File: src/rtl/fasm_arb_pkg.sv
// Shared constants for the two-master SRAM port arbiter: grant encoding and
// the reset value of the round-robin "last served" register.
package fasm_arb_pkg;

  typedef logic gnt_t;

  localparam gnt_t GNT_A = 1'b0;
  localparam gnt_t GNT_B = 1'b1;

  // Last-served starts at B so that A wins the first contention after reset.
  localparam gnt_t LAST_RST = GNT_B;

endpackage

File: src/rtl/fasm_rrarb2.sv
// Two-input round-robin grant: picks the eligible master, or the one that was
// not served last when both are eligible.
module fasm_rrarb2
  import fasm_arb_pkg::*;
(
  input  logic elig_a_i,
  input  logic elig_b_i,
  input  gnt_t last_i,
  output logic issue_o,
  output gnt_t gnt_o
);

  always_comb begin
    issue_o = elig_a_i | elig_b_i;
    gnt_o   = GNT_A;
    if (elig_a_i && elig_b_i) begin
      gnt_o = (last_i == GNT_A) ? GNT_B : GNT_A;
    end else if (elig_b_i) begin
      gnt_o = GNT_B;
    end
  end

endmodule

File: src/rtl/fasm_dpsram_arb2.sv
// Shares one synchronous SRAM port between two Wishbone-classic masters with
// round-robin arbitration; ack and read data return one cycle after issue.
module fasm_dpsram_arb2
  import fasm_arb_pkg::*;
#(
  parameter int AW = 8,
  parameter int DW = 32
) (
  input  logic          clk_i,
  input  logic          rst_i,

  input  logic          a_stb_i,
  input  logic          a_wre_i,
  input  logic [AW-1:0] a_adr_i,
  input  logic [DW-1:0] a_dat_i,
  output logic [DW-1:0] a_dat_o,
  output logic          a_ack_o,

  input  logic          b_stb_i,
  input  logic          b_wre_i,
  input  logic [AW-1:0] b_adr_i,
  input  logic [DW-1:0] b_dat_i,
  output logic [DW-1:0] b_dat_o,
  output logic          b_ack_o,

  output logic          mem_stb_o,
  output logic          mem_wre_o,
  output logic [AW-1:0] mem_adr_o,
  output logic [DW-1:0] mem_dat_o,
  input  logic [DW-1:0] mem_dat_i
);

  gnt_t last_q, last_d;
  logic ack_a_q, ack_a_d;
  logic ack_b_q, ack_b_d;

  logic elig_a, elig_b;
  logic issue;
  gnt_t gnt;

  // During its ack cycle a master's strobe still belongs to the finished
  // access, so it must not be re-issued.
  assign elig_a = a_stb_i & ~ack_a_q;
  assign elig_b = b_stb_i & ~ack_b_q;

  fasm_rrarb2 u_rrarb (
    .elig_a_i (elig_a),
    .elig_b_i (elig_b),
    .last_i   (last_q),
    .issue_o  (issue),
    .gnt_o    (gnt)
  );

  always_comb begin
    last_d  = last_q;
    ack_a_d = 1'b0;
    ack_b_d = 1'b0;
    if (issue) begin
      last_d  = gnt;
      ack_a_d = (gnt == GNT_A);
      ack_b_d = (gnt == GNT_B);
    end
  end

  always_ff @(posedge clk_i or posedge rst_i) begin
    if (rst_i) begin
      last_q  <= LAST_RST;
      ack_a_q <= 1'b0;
      ack_b_q <= 1'b0;
    end else begin
      last_q  <= last_d;
      ack_a_q <= ack_a_d;
      ack_b_q <= ack_b_d;
    end
  end

  // Idle cycles leave the grant at A, so address/data mux follows master A.
  always_comb begin
    mem_stb_o = issue;
    if (gnt == GNT_B) begin
      mem_wre_o = issue & b_wre_i;
      mem_adr_o = b_adr_i;
      mem_dat_o = b_dat_i;
    end else begin
      mem_wre_o = issue & a_wre_i;
      mem_adr_o = a_adr_i;
      mem_dat_o = a_dat_i;
    end
  end

  assign a_ack_o = ack_a_q;
  assign b_ack_o = ack_b_q;
  assign a_dat_o = mem_dat_i;
  assign b_dat_o = mem_dat_i;

endmodule

File: config.mk
export PLATFORM = sky130hd
export DESIGN_NAME = fasm_dpsram_arb2
export DESIGN_NICKNAME = d
export VERILOG_FILES = /design/src/rtl/fasm_arb_pkg.sv /design/src/rtl/fasm_rrarb2.sv /design/src/rtl/fasm_dpsram_arb2.sv
export SDC_FILE = /design/constraint.sdc
export NUM_CORES = 1
export LEC_CHECK = 0
export ABC_CLOCK_PERIOD_IN_PS = 3150
export CORE_AREA = 2 2 88 90
export DETAILED_ROUTE_END_ITERATION = 10
export DIE_AREA = 0 0 90 92
export PLACE_DENSITY = 0.7
export REMOVE_ABC_BUFFERS = 1
export SLEW_MARGIN = 20
export SYNTH_ARGS = -nofsm -noshare
export SYNTH_HDL_FRONTEND = slang
export SYNTH_SLANG_ARGS = --single-unit
File: constraint.sdc
create_clock -name clk_i -period 3.15 [get_ports clk_i]
set_clock_uncertainty 0.1 [all_clocks]
set_input_delay 0.63 -clock clk_i [delete_from_list [all_inputs] [get_ports clk_i]]
set_output_delay 0.63 -clock clk_i [all_outputs]
set_load 0.1 [all_outputs]
==> metrics, run 1 <==
status=complete, no violations; Layout area overhead=109%; sequential fraction of the synthesis area=0.0595; GP Congestion=0.727; min-delay src=last_q; Final min period=2.90 ns; first-pass GRT wire length=8040 µm; All-Layer GR Usage=0.131; WP data arrival=2.17 ns; worst r2r src=a_ack_o; cells on worst reg2reg path=4; final hold vios=0; Pwr Density=517 mW/mm²; antenna fix cells=0; number of global-route vias before repair=1262; hpwl dp=5240 µm; Hold Crit Class=reg -> reg; die area=0.00828 mm²; max-slew violations=0; Max-slew headroom=0.813; worst-path cell chain=clkdlybuf4s50_1, nor2b_4, a21o_4, buf_12, mux2_2, buf_12; layout cell share with drive strength beyond 1=0.492; IO Pins=226; Hold-fix buffers, CTS=0; CP Max Fanout=19; Crit. End Element=output pin; CP max-delay cell=clkdlybuf4s50_1; Core Region=0.00745 mm²; CTS root buffer=clkbuf_8; row count=32; setup bufs post-CTS=0; syn avg cell area=10.5 µm²; CTS Buffer Depth=2; ys async rst share=1.00; hold slack=0.419 ns; largest vdd supply drop=0.000181 V; WL final=5850 µm; Yosys cell types=15; DRC=0; Die Height=92 µm; Leak Pwr=1.21 nW; total gr overflow=0; Final Util=0.360; Final #Nets=308; Post-synth top cells=buf_4 (64), mux2_4 (39), buf_6 (4); dpl cells=287; max_cap viols=0; initial antenna violation count=0; routed vias/inst=3.99; most used cell, CP=buf_12; Synth top area share=0.456; routed len/inst=20.1 µm; via count=1162; Post-Syn Area=0.00128 mm²; pre-CTS WS=0.244 ns; Slew @ Worst Pin=0.283 ns; TritonCTS buffer count=3; largest cells by area after synthesis=mux2_4 (46%), buf_4 (37%), dfrtp_1 (3.9%); Worst setup startpoint=a_stb_i; Die Wd=90 µm; Final setup viols=0; crit start category=input pin; leading area contributor after synthesis=mux2_4; Worst Setup Slack, final=0.246 ns; DR iter-0 viols=15; clock-pin slew on the worst setup and hold paths=0.03 ns; RSZ-0062 raised after global routing=no; Hold Crit Depth=2; Worst Path Required=2.42 ns; Sink Count=3; post-synthesis instance total=122; prevailing post-synth register cell=dfrtp_1; f_max=344 MHz; Routed Antenna Nets=0; max incr delay on CP=0.48 ns; PortBufs=129; largest net degree at the start of global routing=23; crit share post-route=0.922; CTS tree=yes; Max H-tree Level=1; top-count cell post-synth=buf_4; setup TNS=0 ns; Yosys reg bits=3; Final Non-Filler Cells=291; post-cts repair resize count=0; worst skew pair latency=0.22 ns; First-pass DRT Iterations=4; kind of critical path=in -> out; Initial Utilization=0.172; Ys Warns=0; EDFF count, synth=0; fill count=743
-- cells in the final DEF, fill, tap and decap left out, drive strengths merged --
| master | count |
|---|---|
| o21ai | 1 |
| o21a | 1 |
| mux2 | 40 |
| buf | 46 |
| a22o | 1 |
| nand2b | 2 |
| dfstp | 1 |
| a21o | 1 |
| nand2 | 2 |
| nor2b | 1 |
| inv | 2 |
| clkdlybuf4s50 | 85 |
| clkbuf | 4 |
| dfrtp | 2 |
-- layer usage --
| metal | vias to the layer above | GRT usage | wire [µm] |
|---|---|---|---|
| li1 | 475 | - | - |
| met1 | 506 | 0.132 | 1990 |
| met2 | 173 | 0.165 | 2300 |
| met3 | 6 | 0.149 | 1440 |
| met4 | 2 | 0.0295 | 52 |
| met5 | - | 0.128 | 58 |
-- stage by stage --
step,cell area [µm²],total power [mW]
floorplan,758,0.814
global placement,2630,1.28
detailed placement,2630,1.28
CTS,2680,1.40
global route,2680,1.42
finish,2680,1.38
-- state kept, by name, indices dropped and copies added (netlist names) --
signal and count:
last_q 1, a_ack_o 1, b_ack_o 1
-- final cells by class --
type,count,area [µm²],area share
clock buffers,4,45.0,0.0168
inverters,2,7.51,0.00280
multi-input cells,49,674,0.252
flip-flops and latches,3,76.3,0.0285
well taps,102,128,0.0477
repair buffers,131,1750,0.652
-- critical path, delay by kind of cell --
kind / cells / cell delay [ns]
buffers and inverters: 3 / 0.83
AO/OA/AOI/OAI: 1 / 0.15
multiplexers: 1 / 0.38
AND/OR/NAND/NOR: 1 / 0.16
-- cell families after synthesis --
| kind of cell | synth area share |
|---|---|
| flops | 0.0595 |
| compound gates | 0.0283 |
| buf+inv | 0.415 |
| mux | 0.465 |
| simple gates | 0.0322 |
-- path summary, 6_finish.rpt --
| path | endpoint | slack (ns) |
|---|---|---|
| setup / recovery | mem_adr_o[7] | 0.25 |
| hold / removal | last_q | 0.42 |
| setup reg to reg | b_ack_o | 1.96 |
| hold reg to reg | last_q | 0.42 |
| max in group asynchronous | last_q | 2.24 |
| min in group asynchronous | b_ack_o | 0.50 |
-- report_power, final --
| part | switching [mW] | internal [mW] |
|---|---|---|
| Combinational | 0.709 | 0.504 |
| Sequential | 0.00884 | 0.0509 |
| Clock | 0.0254 | 0.0863 |
No activity file was read; power rests on OpenSTA's default activity.
==> run 2: changes to the inputs <==
--- a/config.mk
+++ b/config.mk
@@ -11,6 +11,7 @@
 export DIE_AREA = 0 0 90 92
 export PLACE_DENSITY = 0.7
 export REMOVE_ABC_BUFFERS = 1
+export SETUP_SLACK_MARGIN = 0.2
 export SLEW_MARGIN = 20
 export SYNTH_ARGS = -nofsm -noshare
 export SYNTH_HDL_FRONTEND = slang
==> run 2 against run 1 <==
  * Register-to-register slack hardly changed
  * Final area is the same
  * Count of clock-buffer cells in the layout did not move
  * Critical endpoint unchanged
  * Critical path type unchanged
==> metrics, run 2 (synthesis gave the netlist of run 1 again) <==
Worst Path Required=2.42 ns (about the same); setup TNS=0 ns (unchanged); clock-pin slew on the worst setup and hold paths=0.03 ns (about the same); Pwr Density=517 mW/mm² (about the same); Worst setup startpoint=a_stb_i; dpl cells=287 (unchanged); GR Util met2=0.165 (unchanged); DRC=0 (unchanged); Max H-tree Level=1 (unchanged); Max-slew headroom=0.813 (unchanged); Crit. End Element=output pin; Die Height=92 µm (unchanged); kind of critical path=in -> out; slack of the worst reg-to-reg path=1.96 ns (about the same); Final setup viols=0 (unchanged); crit share post-route=0.922 (unchanged); post-cts repair resize count=0 (unchanged); PortBufs=129 (unchanged); Critical Path Sink=mem_adr_o[7]; Sink Count=3 (unchanged); commonest non-fill, non-tap cell in the layout=clkdlybuf4s50_1; initial antenna violation count=0 (unchanged); CTS Buffer Depth=2 (unchanged); Slew @ Worst Pin=0.283 ns (unchanged); antenna fix cells=0 (unchanged); Core Region=0.00745 mm² (unchanged); met3 GRT Util=0.149 (unchanged); FF-to-FF End=b_ack_o; design area=0.00268 mm² (unchanged); max-slew violations=0 (unchanged); Worst Setup Slack, final=0.246 ns (unchanged); hold slack=0.419 ns (unchanged); fill count=743 (unchanged); DR iter-0 viols=24 (+9); Hold Crit Class=reg -> reg; max_cap viols=0 (unchanged); setup bufs post-CTS=0 (unchanged); power consumption=1.38 mW (about the same); number of global-route vias before repair=1262 (unchanged); final hold vios=0 (unchanged); largest net degree at the start of global routing=23 (unchanged); TritonCTS buffer count=3 (unchanged); most frequent cells in the layout=clkdlybuf4s50_1 (85), buf_12 (44), mux2_4 (39); GP Congestion=0.727 (unchanged); CP Max Fanout=19 (unchanged); IO Pins=226 (unchanged); CTS tree=yes; Die Wd=90 µm (unchanged); Final Util=0.360 (unchanged); First-pass DRT Iterations=4 (unchanged); crit start category=input pin; largest vdd supply drop=0.000181 V (unchanged); hpwl dp=5240 µm (unchanged); Leak Pwr=1.21 nW (unchanged); layout cell share with drive strength beyond 1=0.492 (unchanged); row count=32 (unchanged); FF+latch area=76.3 µm² (unchanged); worst skew pair latency=0.22 ns (about the same); Routed Antenna Nets=0 (unchanged); WL final=5850 µm (about the same); first-pass GRT wire length=8040 µm (unchanged); global route hottest layer=met2; Final #Nets=308 (unchanged); RSZ-0062 raised after global routing=yes; die area=0.00828 mm² (unchanged); worst r2r src=a_ack_o; Initial Utilization=0.172 (unchanged); CTS root buffer=clkbuf_8; Final min period=2.90 ns (unchanged); routed len/inst=20.1 µm (about the same); min-delay src=last_q; Hold-fix buffers, CTS=0 (unchanged); WP data arrival=2.17 ns (about the same); total gr overflow=0 (unchanged); routed vias/inst=3.98 (-0.34%); f_max=344 MHz (unchanged); cell area after placement=0.00263 mm² (unchanged); Layout area overhead=109% (unchanged); pre-CTS WS=0.244 ns (unchanged); status=complete, no violations; via count=1158 (-0.34%); cells on worst reg2reg path=4 (unchanged); All-Layer GR Usage=0.131 (unchanged); Multi-input gate area=674 µm² (unchanged); grt met1 use=0.132 (unchanged); Final Non-Filler Cells=291 (unchanged)
[run 2: cell counts in the layout (fill, tap and decap cells not counted)]
No cell type changed its count.
[run 2: worst min path at each step]
stage | cells past startpoint | slack, ns | to
after floorplan | 1 | 0.28 | a_ack_o
after global placement | 2 | 0.40 | last_q
after detailed placement | 2 | 0.42 | last_q
after CTS | 2 | 0.43 | last_q
after global routing | 2 | 0.44 | last_q
final | 2 | 0.42 | last_q
[run 2: cell type report]
cell class	instances	share of cell area
inverters	2	0.00280
repair buffers	131	0.652
multi-input cells	49	0.252
well taps	102	0.0477
flip-flops and latches	3	0.0285
clock buffers	4	0.0168
[run 2: where the power goes]
group          switching, mW  internal [mW]
sequential           0.00884         0.0509
combinational          0.709          0.504
clock                 0.0254         0.0863
[run 2: routing by layer]
layer  vias up  routed length [µm]  share of wire
met2       173                2300           0.39
met1       502                2000           0.34
met3         6                1440           0.25
met5         -                  58         0.0099
li1        475                   -              -
met4         2                  52         0.0089
[run 2: critical path, stage by stage]
cell             delay, ns
clkdlybuf4s50_1       0.48
nor2b_4               0.16
a21o_4                0.15
buf_12                0.18
mux2_2                0.38
buf_12                0.17
==> run 3: changes to the inputs <==
--- a/config.mk
+++ b/config.mk
@@ -5,11 +5,12 @@
 export SDC_FILE = /design/constraint.sdc
 export NUM_CORES = 1
 export LEC_CHECK = 0
-export ABC_CLOCK_PERIOD_IN_PS = 3150
-export CORE_AREA = 2 2 88 90
+export ABC_CLOCK_PERIOD_IN_PS = 2800
+export CORE_ASPECT_RATIO = 0.6
+export CORE_MARGIN = 2
+export CORE_UTILIZATION = 21
 export DETAILED_ROUTE_END_ITERATION = 10
-export DIE_AREA = 0 0 90 92
-export PLACE_DENSITY = 0.7
+export PLACE_DENSITY = 0.81
 export REMOVE_ABC_BUFFERS = 1
 export SETUP_SLACK_MARGIN = 0.2
 export SLEW_MARGIN = 20
==> constraint.sdc (replaced) <==
create_clock -name clk_i -period 2.8 [get_ports clk_i]
set_clock_uncertainty 0.1 [all_clocks]
set_input_delay 0.56 -clock clk_i [delete_from_list [all_inputs] [get_ports clk_i]]
set_output_delay 0.56 -clock clk_i [all_outputs]
set_load 0.1 [all_outputs]
==> run 3 against run 2 <==
  * Flip-flop and latch count unchanged
  * Worst setup slack better by 0.037 ns
  * Clock power up 20%
  * Combinational power up 17%
  * Final cell count down 3.4%
  * Die area down 18%
  * Via count up 4.8%
  * Critical path type unchanged
  * Critical endpoint is now mem_dat_o[19]
==> metrics, run 3 (synthesis gave the netlist of run 1 again) <==
routed len/inst=25.6 µm (+28%); routed vias/inst=4.32 (+8.6%); largest vdd supply drop=0.000216 V (+20%); Clock Power Share=0.082 (about the same); Final setup viols=0 (unchanged); row count=22 (-31%); DR iter-0 viols=24 (unchanged); crit share post-route=0.899; Max-slew headroom=0.813 (about the same); layout cell share with drive strength beyond 1=0.513 (+0.0206); kind of cell adding the most delay to the critical path=buffers and inverters; CTS tree=yes; IO Pins=226 (unchanged); GP Congestion=0.857 (+18%); crit start category=input pin; Worst setup startpoint=a_stb_i; CP max-delay cell=mux2_4; commonest non-fill, non-tap cell in the layout=clkdlybuf4s50_1; cell area after placement=0.00266 mm² (+0.86%); Routed Antenna Nets=0 (unchanged); Leak Pwr=1.27 nW (+4.9%); Max H-tree Level=1 (unchanged); CP Max Fanout=7 (-12); Buf/Inv on CP=3 (unchanged); final hold vios=0 (unchanged); Worst Setup Slack, final=0.284 ns (+0.0374 ns); First-pass DRT Iterations=4 (unchanged); All-Layer GR Usage=0.205 (+0.0741); Crit. End Element=output pin; max_cap viols=0 (unchanged); register share of total power=0.044 (about the same); power consumption=1.63 mW (+17%); worst-path cell chain=dlygate4sd2_1, nor2b_4, a21o_4, buf_12, mux2_4, buf_12; Sw Ratio=0.533 (-0.00347); worst skew pair latency=0.22 ns (about the same); via count=1214 (+4.8%); die area=0.00677 mm² (-18%); Slew @ Worst Pin=0.282 ns (-0.000373 ns); pre-CTS WS=0.0523 ns (-0.192 ns); hpwl dp=6310 µm (+20%); Core Region=0.00600 mm² (-19%); fill count=581 (-22%); clock-pin slew on the worst setup and hold paths=0.03 ns (about the same); Worst path depth=6 (unchanged); largest net degree at the start of global routing=8 (-65%); FF-to-FF End=b_ack_o; slack of the worst reg-to-reg path=1.57 ns (-0.39 ns); number of global-route vias before repair=1335 (+5.8%); f_max=397 MHz; kind of critical path=in -> out; Die Height=64.6 µm (-30%); CTS root buffer=clkbuf_8; DRC=0 (unchanged); Pwr Density=590 mW/mm² (+14%); most used cell, CP=buf_12; FF+latch area=76.3 µm² (unchanged); max incr delay on CP=0.31 ns (-0.17 ns); Comb power frac=0.874 (-0.002); most frequent cells in the layout=clkdlybuf4s50_1 (83), buf_12 (44), mux2_4 (40); hold slack=0.416 ns (-0.00301 ns); first-pass GRT wire length=9620 µm (+20%); status=complete, no violations; WL final=7200 µm (+23%); antenna fix cells=0 (unchanged); PortBufs=129 (unchanged); Final #Nets=316 (+2.6%); design area=0.00276 mm² (+3.0%); Worst Path Required=2.14 ns (-0.28 ns); worst r2r src=a_ack_o; cells on worst reg2reg path=4 (unchanged); RSZ-0062 raised after global routing=no; Sink Count=3 (unchanged); WP data arrival=1.86 ns (-0.31 ns); max-slew violations=0 (unchanged); Layout area overhead=115%; Multi-input gate area=693 µm² (+2.8%); Critical Path Sink=mem_dat_o[19]; Final min period=2.52 ns; initial antenna violation count=0 (unchanged); Internal=0.759 mW (+18%); total gr overflow=0 (unchanged); Hold Crit Class=in -> async; Die Wd=105 µm (+17%); CTS Buffer Depth=2 (unchanged); TritonCTS buffer count=3 (unchanged); Initial Utilization=0.214 (+0.0415); switching pwr=0.868 mW (+17%)
[run 3: worst min-delay path by stage]
| stage | startpoint | endpoint | slack, ns |
|---|---|---|---|
| 2_1_floorplan | rst_i | a_ack_o | 0.21 |
| 3_3_place_gp | last_q | last_q | 0.40 |
| 3_5_place_dp | last_q | last_q | 0.41 |
| 4_1_cts | rst_i | b_ack_o | 0.41 |
| 5_1_grt | rst_i | a_ack_o | 0.42 |
| 6_report | rst_i | a_ack_o | 0.42 |
[run 3: routing by layer]
layer,vias up,track usage,wire (µm)
met5,-,0.151,100
met4,4,0.0333,32
met3,6,0.261,1860
met2,163,0.297,3050
met1,547,0.170,2160
li1,494,-,-
[run 3: area by class of cell]
type / instances / area share
Multi-Input combinational cell: 50 / 0.251
Sequential cell: 3 / 0.0277
Timing Repair Buffer: 138 / 0.664
Tap cell: 84 / 0.0381
Clock buffer: 4 / 0.0163
Inverter: 2 / 0.00272
[run 3: power groups by stage]
stage          clock (mW)  sequential [mW]  combinational (mW)
2_1_floorplan           0           0.0987               0.817
3_3_place_gp            0           0.0670                1.39
3_5_place_dp            0           0.0671                1.40
4_1_cts             0.138           0.0710                1.43
5_1_grt             0.143           0.0728                1.46
6_report            0.134           0.0712                1.42
[run 3: per-stage QoR]
stage                      util  TNS (ns)  std cells
after CTS                 0.460         0        281
after global routing      0.460         0        281
after floorplan               -    -0.926         54
final                     0.460         0        281
after detailed placement  0.442         0        275
after global placement    0.442         0        275
[run 3: repair_timing]
action	4_1_cts	5_1_grt
gates resized for setup	9	0
hold buffers	0	0
setup buffers	0	0
setup endpoints to repair	41	0
